### config.mk
export PLATFORM = sky130hd
export DESIGN_NAME = led7seg_595_frame_receiver_flat
export DESIGN_NICKNAME = d
export VERILOG_FILES = /design/src/rtl/led7seg_595_frame_receiver_pkg.sv /design/src/rtl/led7seg_595_frame_receiver_if.sv /design/src/rtl/led7seg_595_frame_receiver_pin_sync_rise.sv /design/src/rtl/led7seg_595_frame_receiver.sv /design/src/flat_wrapper.sv
export SDC_FILE = /design/constraint.sdc
export NUM_CORES = 1
export LEC_CHECK = 0
export CORE_ASPECT_RATIO = 1.25
export CORE_UTILIZATION = 55
export CTS_CLUSTER_SIZE = 14
export DETAILED_ROUTE_END_ITERATION = 10
export PLACE_DENSITY = 0.77
export SYNTH_ARGS = -nofsm -noshare
export SYNTH_HDL_FRONTEND = slang
export SYNTH_HIERARCHICAL = 1
export SYNTH_SLANG_ARGS = --single-unit
export TNS_END_PERCENT = 20
### constraint.sdc
create_clock -name clk -period 11.5 [get_ports clk]
set_input_delay 2.875 -clock clk [delete_from_list [all_inputs] [get_ports clk]]
set_output_delay 2.875 -clock clk [all_outputs]
set_load 0.005 [all_outputs]
### src/rtl/led7seg_595_frame_receiver_pkg.sv
// Shared definitions for the 74HC595 LED7-seg link: default geometry,
// derived frame/image widths and the receiver state encoding.
// Optional feature macro used by the receiver: LED7SEG_RX_TIMEOUT_EN.
package led7seg_pkg;

    localparam int DIG_NUM_DEF   = 8;
    localparam int SEG_NUM_DEF   = 8;
    localparam int CHA_WIDTH_DEF = DIG_NUM_DEF + SEG_NUM_DEF;
    localparam int DAT_WIDTH_DEF = DIG_NUM_DEF * SEG_NUM_DEF;

    typedef enum logic [1:0] {
        RX_IDLE    = 2'd0,
        RX_SHIFT   = 2'd1,
        RX_LATCH   = 2'd2,
        RX_PUBLISH = 2'd3
    } rx_state_e;

endpackage

### src/rtl/led7seg_595_frame_receiver_if.sv
// Serial pins plus published image of the LED7-seg frame receiver.
// Handshake: the pins carry no handshake (sampled asynchronously); on the
// output side vld is a 1-clk strobe meaning dat has just been updated, with
// no ready/back-pressure - a consumer must take dat while vld is high or
// read the held value later. frm_err is a 1-clk strobe, never with vld.
interface led7seg_595_frame_receiver_if
    import led7seg_pkg::*;
#(
    parameter int W = DAT_WIDTH_DEF
);
    logic         sclk;
    logic         rclk;
    logic         dio;
    logic [W-1:0] dat;
    logic         vld;
    logic         frm_err;

    // Transmit side: drives the pins, observes the receiver outputs.
    modport master (output sclk, output rclk, output dio,
                    input  dat,  input  vld,  input  frm_err);

    // Receive side: samples the pins, drives the image and strobes.
    modport slave  (input  sclk, input  rclk, input  dio,
                    output dat,  output vld,  output frm_err);
endinterface

### src/rtl/led7seg_595_frame_receiver_pin_sync_rise.sv
// Two-flop synchroniser for an asynchronous pin plus rising-edge detect.
// level_o is the synchronised level; rise_o is high for one clk, two clk
// after the pin rises, so the consumer's registers act on the third edge.
module pin_sync_rise (
    input  logic clk,
    input  logic rst,
    input  logic pin_i,
    output logic level_o,
    output logic rise_o
);
    logic [2:0] sync_q;

    // Shift the pin through two sync stages and one history stage.
    always_ff @(posedge clk or negedge rst) begin
        if (!rst) begin
            sync_q <= '0;
        end else begin
            sync_q <= {sync_q[1:0], pin_i};
        end
    end

    assign level_o = sync_q[1];
    assign rise_o  = sync_q[1] & ~sync_q[2];
endmodule

### src/rtl/led7seg_595_frame_receiver.sv
// Receive end of the 74HC595 LED7-seg link. Deserialises CHA_WIDTH-bit
// frames (segments above a one-hot digit select), rebuilds the full image
// one digit per frame and publishes it once every digit has been seen.
// Macro LED7SEG_RX_TIMEOUT_EN enables an idle timeout on partial frames.
module led7seg_595_frame_receiver
    import led7seg_pkg::*;
#(
    parameter int DIG_NUM  = DIG_NUM_DEF,
    parameter int SEG_NUM  = SEG_NUM_DEF,
    parameter int TO_WIDTH = 16
) (
    input  logic                          clk,
    input  logic                          rst,
    led7seg_595_frame_receiver_if.slave   rx_if,
    output rx_state_e                     state_o
);
    localparam int CHA_WIDTH = DIG_NUM + SEG_NUM;
    localparam int DAT_WIDTH = DIG_NUM * SEG_NUM;
    localparam int CNT_W     = $clog2(CHA_WIDTH + 2);

    localparam logic [CNT_W-1:0] CNT_FULL = CNT_W'(CHA_WIDTH);
    localparam logic [CNT_W-1:0] CNT_SAT  = CNT_W'(CHA_WIDTH + 1);

    logic sclk_rise, rclk_rise, dio_lvl;
    logic sclk_lvl, rclk_lvl;

    rx_state_e              state_q, state_d;
    logic [CHA_WIDTH-1:0]   shreg_q, shreg_d;
    logic [CNT_W-1:0]       bit_cnt_q, bit_cnt_d;
    logic [DIG_NUM-1:0]     mask_q, mask_d;
    logic [DAT_WIDTH-1:0]   image_q, image_d;
    logic [DAT_WIDTH-1:0]   dat_q, dat_d;
    logic                   frm_err_q, frm_err_d;
    logic                   timeout;

    logic [DIG_NUM-1:0]     sel;
    logic [SEG_NUM-1:0]     seg;
    logic                   frame_ok;

    pin_sync_rise u_sclk (.clk(clk), .rst(rst), .pin_i(rx_if.sclk),
                          .level_o(sclk_lvl), .rise_o(sclk_rise));
    pin_sync_rise u_rclk (.clk(clk), .rst(rst), .pin_i(rx_if.rclk),
                          .level_o(rclk_lvl), .rise_o(rclk_rise));
    pin_sync_rise u_dio  (.clk(clk), .rst(rst), .pin_i(rx_if.dio),
                          .level_o(dio_lvl),  .rise_o());

`ifdef LED7SEG_RX_TIMEOUT_EN
    logic [TO_WIDTH-1:0] to_cnt_q, to_cnt_d;
    logic                shift_quiet;

    // Count idle clk inside a partial frame; any pin edge restarts it.
    always_comb begin
        shift_quiet = (state_q == RX_SHIFT) && !sclk_rise && !rclk_rise;
        to_cnt_d    = '0;
        if (shift_quiet) begin
            to_cnt_d = to_cnt_q + 1'b1;
        end
        timeout = shift_quiet && (&to_cnt_q);
    end

    // Idle-timeout counter register.
    always_ff @(posedge clk or negedge rst) begin
        if (!rst) begin
            to_cnt_q <= '0;
        end else begin
            to_cnt_q <= to_cnt_d;
        end
    end
`else
    assign timeout = 1'b0;
`endif

    // The latch decision always uses registered (post-shift) contents, so a
    // shift landing in the same clk as the rclk edge is already included.
    assign sel      = shreg_q[DIG_NUM-1:0];
    assign seg      = shreg_q[CHA_WIDTH-1:DIG_NUM];
    assign frame_ok = (bit_cnt_q == CNT_FULL) && ($countones(sel) == 1);

    // Next-state, shifter, image assembly and publish decisions.
    always_comb begin
        state_d   = state_q;
        shreg_d   = shreg_q;
        bit_cnt_d = bit_cnt_q;
        mask_d    = mask_q;
        image_d   = image_q;
        dat_d     = dat_q;
        frm_err_d = 1'b0;

        if (sclk_rise) begin
            shreg_d = {shreg_q[CHA_WIDTH-2:0], dio_lvl};
            if (bit_cnt_q != CNT_SAT) begin
                bit_cnt_d = bit_cnt_q + 1'b1;
            end
        end

        case (state_q)
            RX_IDLE: begin
                if (rclk_rise) begin
                    state_d = RX_LATCH;
                end else if (sclk_rise) begin
                    state_d = RX_SHIFT;
                end
            end
            RX_SHIFT: begin
                if (rclk_rise) begin
                    state_d = RX_LATCH;
                end else if (timeout) begin
                    frm_err_d = 1'b1;
                    bit_cnt_d = '0;
                    state_d   = RX_IDLE;
                end
            end
            RX_LATCH: begin
                // A new shift may already be arriving; keep it as bit one.
                bit_cnt_d = {{(CNT_W-1){1'b0}}, sclk_rise};
                state_d   = sclk_rise ? RX_SHIFT : RX_IDLE;
                if (frame_ok) begin
                    for (int i = 0; i < DIG_NUM; i++) begin
                        if (sel[i]) begin
                            image_d[i*SEG_NUM +: SEG_NUM] = seg;
                        end
                    end
                    mask_d = mask_q | sel;
                    if (&mask_d) begin
                        dat_d   = image_d;
                        state_d = RX_PUBLISH;
                    end
                end else begin
                    frm_err_d = 1'b1;
                end
            end
            RX_PUBLISH: begin
                mask_d  = '0;
                state_d = (bit_cnt_q != '0) ? RX_SHIFT : RX_IDLE;
            end
            default: begin
                state_d = RX_IDLE;
            end
        endcase
    end

    // State and datapath registers.
    always_ff @(posedge clk or negedge rst) begin
        if (!rst) begin
            state_q   <= RX_IDLE;
            shreg_q   <= '0;
            bit_cnt_q <= '0;
            mask_q    <= '0;
            image_q   <= '0;
            dat_q     <= '0;
            frm_err_q <= 1'b0;
        end else begin
            state_q   <= state_d;
            shreg_q   <= shreg_d;
            bit_cnt_q <= bit_cnt_d;
            mask_q    <= mask_d;
            image_q   <= image_d;
            dat_q     <= dat_d;
            frm_err_q <= frm_err_d;
        end
    end

    assign rx_if.dat     = dat_q;
    assign rx_if.vld     = (state_q == RX_PUBLISH);
    assign rx_if.frm_err = frm_err_q;
    assign state_o       = state_q;
endmodule

### src/flat_wrapper.sv
// flat-port wrapper written by rule: the top's interface ports become plain ports
module led7seg_595_frame_receiver_flat import led7seg_pkg::*;
#(
    parameter int DIG_NUM  = DIG_NUM_DEF,
    parameter int SEG_NUM  = SEG_NUM_DEF,
    parameter int TO_WIDTH = 16
)
  (clk, rst, state_o, rx_if_sclk, rx_if_rclk, rx_if_dio, rx_if_dat, rx_if_vld, rx_if_frm_err);
  led7seg_595_frame_receiver_if rx_if_i ();
  input  logic clk;
  input  logic rst;
  output rx_state_e state_o;
  input wire logic [$bits(rx_if_i.sclk)-1:0] rx_if_sclk;
  input wire logic [$bits(rx_if_i.rclk)-1:0] rx_if_rclk;
  input wire logic [$bits(rx_if_i.dio)-1:0] rx_if_dio;
  output wire logic [$bits(rx_if_i.dat)-1:0] rx_if_dat;
  output wire logic [$bits(rx_if_i.vld)-1:0] rx_if_vld;
  output wire logic [$bits(rx_if_i.frm_err)-1:0] rx_if_frm_err;
  assign rx_if_i.sclk = rx_if_sclk;
  assign rx_if_i.rclk = rx_if_rclk;
  assign rx_if_i.dio = rx_if_dio;
  assign rx_if_dat = rx_if_i.dat;
  assign rx_if_vld = rx_if_i.vld;
  assign rx_if_frm_err = rx_if_i.frm_err;
  led7seg_595_frame_receiver #(.DIG_NUM(DIG_NUM), .SEG_NUM(SEG_NUM), .TO_WIDTH(TO_WIDTH)) u_core (.clk(clk), .rst(rst), .rx_if(rx_if_i), .state_o(state_o));
endmodule
==> reports/metrics.cfg, run 1 <==
[run_status]
status=completed

[yosys]
syn_area_per_cell_um2=15.0
yosysWarnings=6
syn_inst=505
synth_area_mm2=0.00757
syn-num-nets=520

[detailed_routing]
routed_wl_mm=14.4
drc_errors=0
vias=4226
wl_per_cell_um=19.2
drt_iter0_drc=151
via_per_inst=5.63
first_pass_iters=4
drtAntennaViolNets=0

[global_routing]
antenna_found_initial=0
grt_max_degree=94
grt_pass1_wl_mm=24.4
grt_pass1_vias=4617
grt_use_total_pct=22.4
overflow=0

[final_layout]
n_fill_cell=940
diodes=0
final_nets=582
syn2layout_area_growth_pct=18.1
layout-drive-gt1-share_pct=42.8

[clock_network]
clockRootBuffer=clkbuf_16
clockBufferDepth=2
cts.reportedPaths.clkPinSlew_ns=0.06
h-tree-depth=4
cts_sinks=168
postCtsSetupBuffers=0
cts_resized=0
cts_tree=built
clkLatencyLatePin_ns=0.42
numCtsBuffers=17
postCtsHoldBufs=0

[floorplan]
die_x_um=107
die-area_mm2=0.0142
row_count=47
pin_count=73
die_h_um=133
core_mm2=0.0133
initial_core_util_pct=56.7

[sta]
worstMarginPinSlew_ns=1.19
period_share_pct=46.3
finalCriticalPeriod_ns=5.33
fin_ws_ns=6.17
hold_viol=0
final.setup.tns_ns=0
drv_slew=0
fmax_ghz=0.188
rsz0062_at_grt=false
holdWs_ns=0.347
max_slew_margin_pct=20.9
fin_skew_ns=0.00910
setup_viol=0

[placement]
dp_hpwl_mm=8.92
globalplace.congestion=0.825
port-buffer-count=72
post-place-ws_ns=6.21

[critical_path]
start_kind=register
cp_max_fo=65
worstPathArrival_ns=5.63
critPathKind=register to register
worstPathRequired_ns=11.80
cp-end-kind=register

[power_and_ir_drop]
p_leak_nw=4.35
vdd_drop_max_v=0.000111
p_per_area_mw_per_mm2=159

[flow_run]
maxCapViolations=0

[worst_hold_path]
hold_path.class=register to register

placed cells by master (no fill, tap or decap), drive strengths merged:
cell,count
mux2,201
dfrtp,168
clkdlybuf4s50,71
nand2,26
inv,20
clkbuf,17
nand4,11
o21ai,8
clkinv,8
ha,6
nor2,5
bufinv,4
o22ai,4
fa,4
xor2,3
and4,3
nor2b,3
nor3b,2
nand3,2
a21oi,2
nand2b,2
buf,2
nor4,2
clkinvlp,1
a22o,1
a21boi,1
nand4bb,1
a221o,1
o21bai,1
worst paths after layout:
kind                            cells after the start              startpoint                      end  slack [ns]
min in group asynchronous                           1                     rst       u_core/image_q[21]        2.54
worst min register to register                      0  u_core/u_dio/sync_q[0]   u_core/u_dio/sync_q[1]        0.35
max in group asynchronous                           2                     rst  u_core/u_sclk/sync_q[2]        7.49
worst min-delay path                                0  u_core/u_dio/sync_q[0]   u_core/u_dio/sync_q[1]        0.35
worst max-delay path                               12       u_core/shreg_q[0]      u_core/rx_if.dat[5]        6.17
worst max register to register                     12       u_core/shreg_q[0]      u_core/rx_if.dat[5]        6.17
report_power, final:
| part | leakage, nW | internal (mW) | switching, mW | total, mW |
|---|---|---|---|---|
| clock | 0.307 | 0.364 | 0.232 | 0.596 |
| combinational | 1.73 | 0.0671 | 0.0666 | 0.134 |
| sequential | 2.31 | 0.610 | 0.0824 | 0.692 |
through the flow:
stage / power, mW / std cells / util, % / area, µm²
floorplan: 0.772 / 505 / - / 7570
global placement: 0.824 / 719 / 62.3 / 8320
detailed placement: 0.835 / 719 / 62.3 / 8320
CTS: 1.43 / 751 / 67.0 / 8950
global route: 1.48 / 751 / 67.0 / 8950
finish: 1.42 / 751 / 67.0 / 8950
worst max-delay path: stages, from the launching register on:
cell,delay (ns)
dfrtp_1,0.63
inv_1,0.15
fa_1,0.57
fa_1,0.43
fa_1,0.43
inv_1,0.07
ha_1,0.15
inv_1,0.06
fa_1,0.38
nor3b_1,0.22
a22o_1,0.51
and4_4,1.14
mux2_2,0.43
per-layer routing:
| metal | share of wire, % | GRT usage [%] | vias up |
|---|---|---|---|
| met5 | 0 | 0 | - |
| met4 | 1.7 | 8.52 | 0 |
| met3 | 2.6 | 3.86 | 17 |
| met2 | 51 | 37.1 | 82 |
| met1 | 45 | 29.5 | 2230 |
| li1 | - | - | 1897 |
state kept, by name, summed over array words and instances, names as in the netlist:
| register | flops |
|---|---|
| u_core/bit_cnt_q | 5 |
| u_core/image_q | 64 |
| u_core/mask_q | 8 |
| u_core/rx_if.dat | 64 |
| u_core/rx_if.frm_err | 1 |
| u_core/shreg_q | 16 |
| u_core/state_o | 2 |
| u_core/u_dio/sync_q | 2 |
| u_core/u_rclk/sync_q | 3 |
| u_core/u_sclk/sync_q | 3 |
area by class of cell:
class / count / area, µm² / area share (%)
Sequential cell: 168 / 4200 / 47.0
Multi-Input combinational cell: 289 / 3110 / 34.7
Timing Repair Buffer: 73 / 729 / 8.15
Clock buffer: 17 / 425 / 4.76
Tap cell: 171 / 214 / 2.39
Clock inverter: 15 / 200 / 2.24
Inverter: 18 / 67.6 / 0.755
Note: power is estimated with default switching activity, not from simulation.
==> inputs of run 2 (changes only) <==
==> constraint.sdc (replaced) <==
create_clock -name clk -period 5.4 [get_ports clk]
set_input_delay 1.35 -clock clk [delete_from_list [all_inputs] [get_ports clk]]
set_output_delay 1.35 -clock clk [all_outputs]
set_load 0.005 [all_outputs]
==> run 2 against run 1 <==
Against the previous run:
- global-route usage is 0.083 points higher
- utilization increased by 0.12 points
- cell count up 0.53%
- total power grew 110%
- register-to-register slack worse by 5.5 ns
- clock skew increased by 0.0017 ns
- worst hold slack barely moved
- critical path type unchanged
- largest cell class unchanged
- largest power group unchanged
==> reports/metrics.cfg, run 2 (synthesis results as in run 1) <==
[run_status]
status=completed

[detailed_routing]
drt_iter0_drc=194
wl_per_cell_um=19.6
via_per_inst=5.58
vias=4215
drc_errors=0
drtAntennaViolNets=0
routed_wl_mm=14.8
first_pass_iters=4

[floorplan]
core_mm2=0.0133
die_x_um=107
initial_core_util_pct=56.7
die-area_mm2=0.0142
die_h_um=133
pin_count=73
row_count=47

[final_layout]
design_area_mm2=0.00896
syn2layout_area_growth_pct=18.4
final_common_cell=dfrtp_1
diodes=0
final_nets=586
utilization_pct=67.1
layout_common_cells=dfrtp_1, mux2_2, clkdlybuf4s50_1, mux2_4, nand2_1
layout-drive-gt1-share_pct=43.0

[global_routing]
overflow=0
grt_use_total_pct=22.5
grt_pass1_vias=4495
antenna_found_initial=0
grt_pass1_wl_mm=24.3
grt_max_degree=109

[critical_path]
r2r_end=u_core/rx_if.dat[55]
cpMaxStageDelayCell=dfrtp_1
slowest_delay_ns=0.64
cp_max_fo=30
r2r_cells=13
worstPathArrival_ns=5.01
cp-endpoint=u_core/rx_if.dat[55]
r2r_start=u_core/shreg_q[0]
crit_start=u_core/shreg_q[0]
worstPathRequired_ns=5.70
r2r_slack_ns=0.69
crit_top_cell=fa_1
cp-end-kind=register
crit_chain=inv_1 -> fa_1 -> fa_1 -> fa_1 -> inv_1 -> ha_1 -> inv_1 -> fa_1 -> nor3b_1 -> a22o_1 -> and4_4 -> buf_4 -> mux2_4
critPathKind=register to register
start_kind=register

[power_and_ir_drop]
p_leak_nw=4.35
vdd_drop_max_v=0.000202
p_per_area_mw_per_mm2=333

[placement]
globalplace.congestion=0.814
detailed_place.area_mm2=0.00836
port-buffer-count=72
dp_hpwl_mm=9.48

[flow_run]
maxCapViolations=0

[clock_network]
clkLatencyLatePin_ns=0.42
cts.reportedPaths.clkPinSlew_ns=0.06
postCtsSetupBuffers=0
cts_sinks=168
clockRootBuffer=clkbuf_16
cts_resized=0
numCtsBuffers=17
h-tree-depth=4
cts_tree=built
clockBufferDepth=2
postCtsHoldBufs=0

[sta]
fin_skew_ns=0.0108
setup_viol=0
fmax_ghz=0.212
finalCriticalPeriod_ns=4.71
final.setup.tns_ns=0
holdWs_ns=0.347
hold_viol=0
max_slew_margin_pct=35.7
drv_slew=0
worstMarginPinSlew_ns=0.965
rsz0062_at_grt=false
period_share_pct=87.2

[worst_hold_path]
hold_path.class=register to register

-- run 2: critical path: cells and delay by family, from the launching register on --
| kind | cells | cell delay, ns |
|---|---|---|
| fa+ha+maj | 5 | 2.00 |
| simple gates | 2 | 0.77 |
| buf+inv | 4 | 0.65 |
| flops | 1 | 0.64 |
| mux | 1 | 0.33 |
| compound gates | 1 | 0.17 |
-- run 2: how the worst min path moves through the flow --
stage	endpoint	slack, ns	cells past startpoint	startpoint
2_1_floorplan	u_core/u_dio/sync_q[1]	0.33	0	u_core/u_dio/sync_q[0]
3_3_place_gp	u_core/u_rclk/sync_q[1]	0.33	0	u_core/u_rclk/sync_q[0]
3_5_place_dp	u_core/u_rclk/sync_q[1]	0.33	0	u_core/u_rclk/sync_q[0]
4_1_cts	u_core/u_rclk/sync_q[1]	0.35	0	u_core/u_rclk/sync_q[0]
5_1_grt	u_core/u_rclk/sync_q[1]	0.36	0	u_core/u_rclk/sync_q[0]
6_report	u_core/u_dio/sync_q[1]	0.35	0	u_core/u_dio/sync_q[0]
-- run 2: cell type report --
| class | count | area [µm²] |
|---|---|---|
| Fill cell | 935 | 4390 |
| Sequential cell | 168 | 4200 |
| Multi-Input combinational cell | 289 | 3110 |
| Timing Repair Buffer | 77 | 772 |
| Clock buffer | 20 | 457 |
| Tap cell | 171 | 214 |
| Clock inverter | 12 | 143 |
| Inverter | 18 | 67.6 |
-- run 2: through the flow --
| step | cells | total power, mW | worst slack (ns) |
|---|---|---|---|
| floorplan | 505 | 1.64 | 1.31 |
| global placement | 723 | 1.77 | 0.897 |
| detailed placement | 723 | 1.79 | 0.673 |
| CTS | 755 | 3.00 | 0.673 |
| global route | 755 | 3.10 | 0.463 |
| finish | 755 | 2.98 | 0.690 |
-- run 2: routing by layer --
layer / GRT usage (%) / share of wire, % / wire length [µm] / vias to the layer above
met5: 0 / 0 / 0 / -
met4: 6.47 / 1.0 / 155 / 0
met3: 4.31 / 3.1 / 455 / 11
met2: 38.0 / 53 / 7750 / 81
met1: 29.5 / 43 / 6400 / 2213
li1: - / - / - / 1910
-- run 2: power by group --
part / internal [mW] / total (mW) / switching (mW)
clock: 0.713 / 1.21 / 0.496
sequential: 1.30 / 1.47 / 0.172
combinational: 0.151 / 0.300 / 0.150
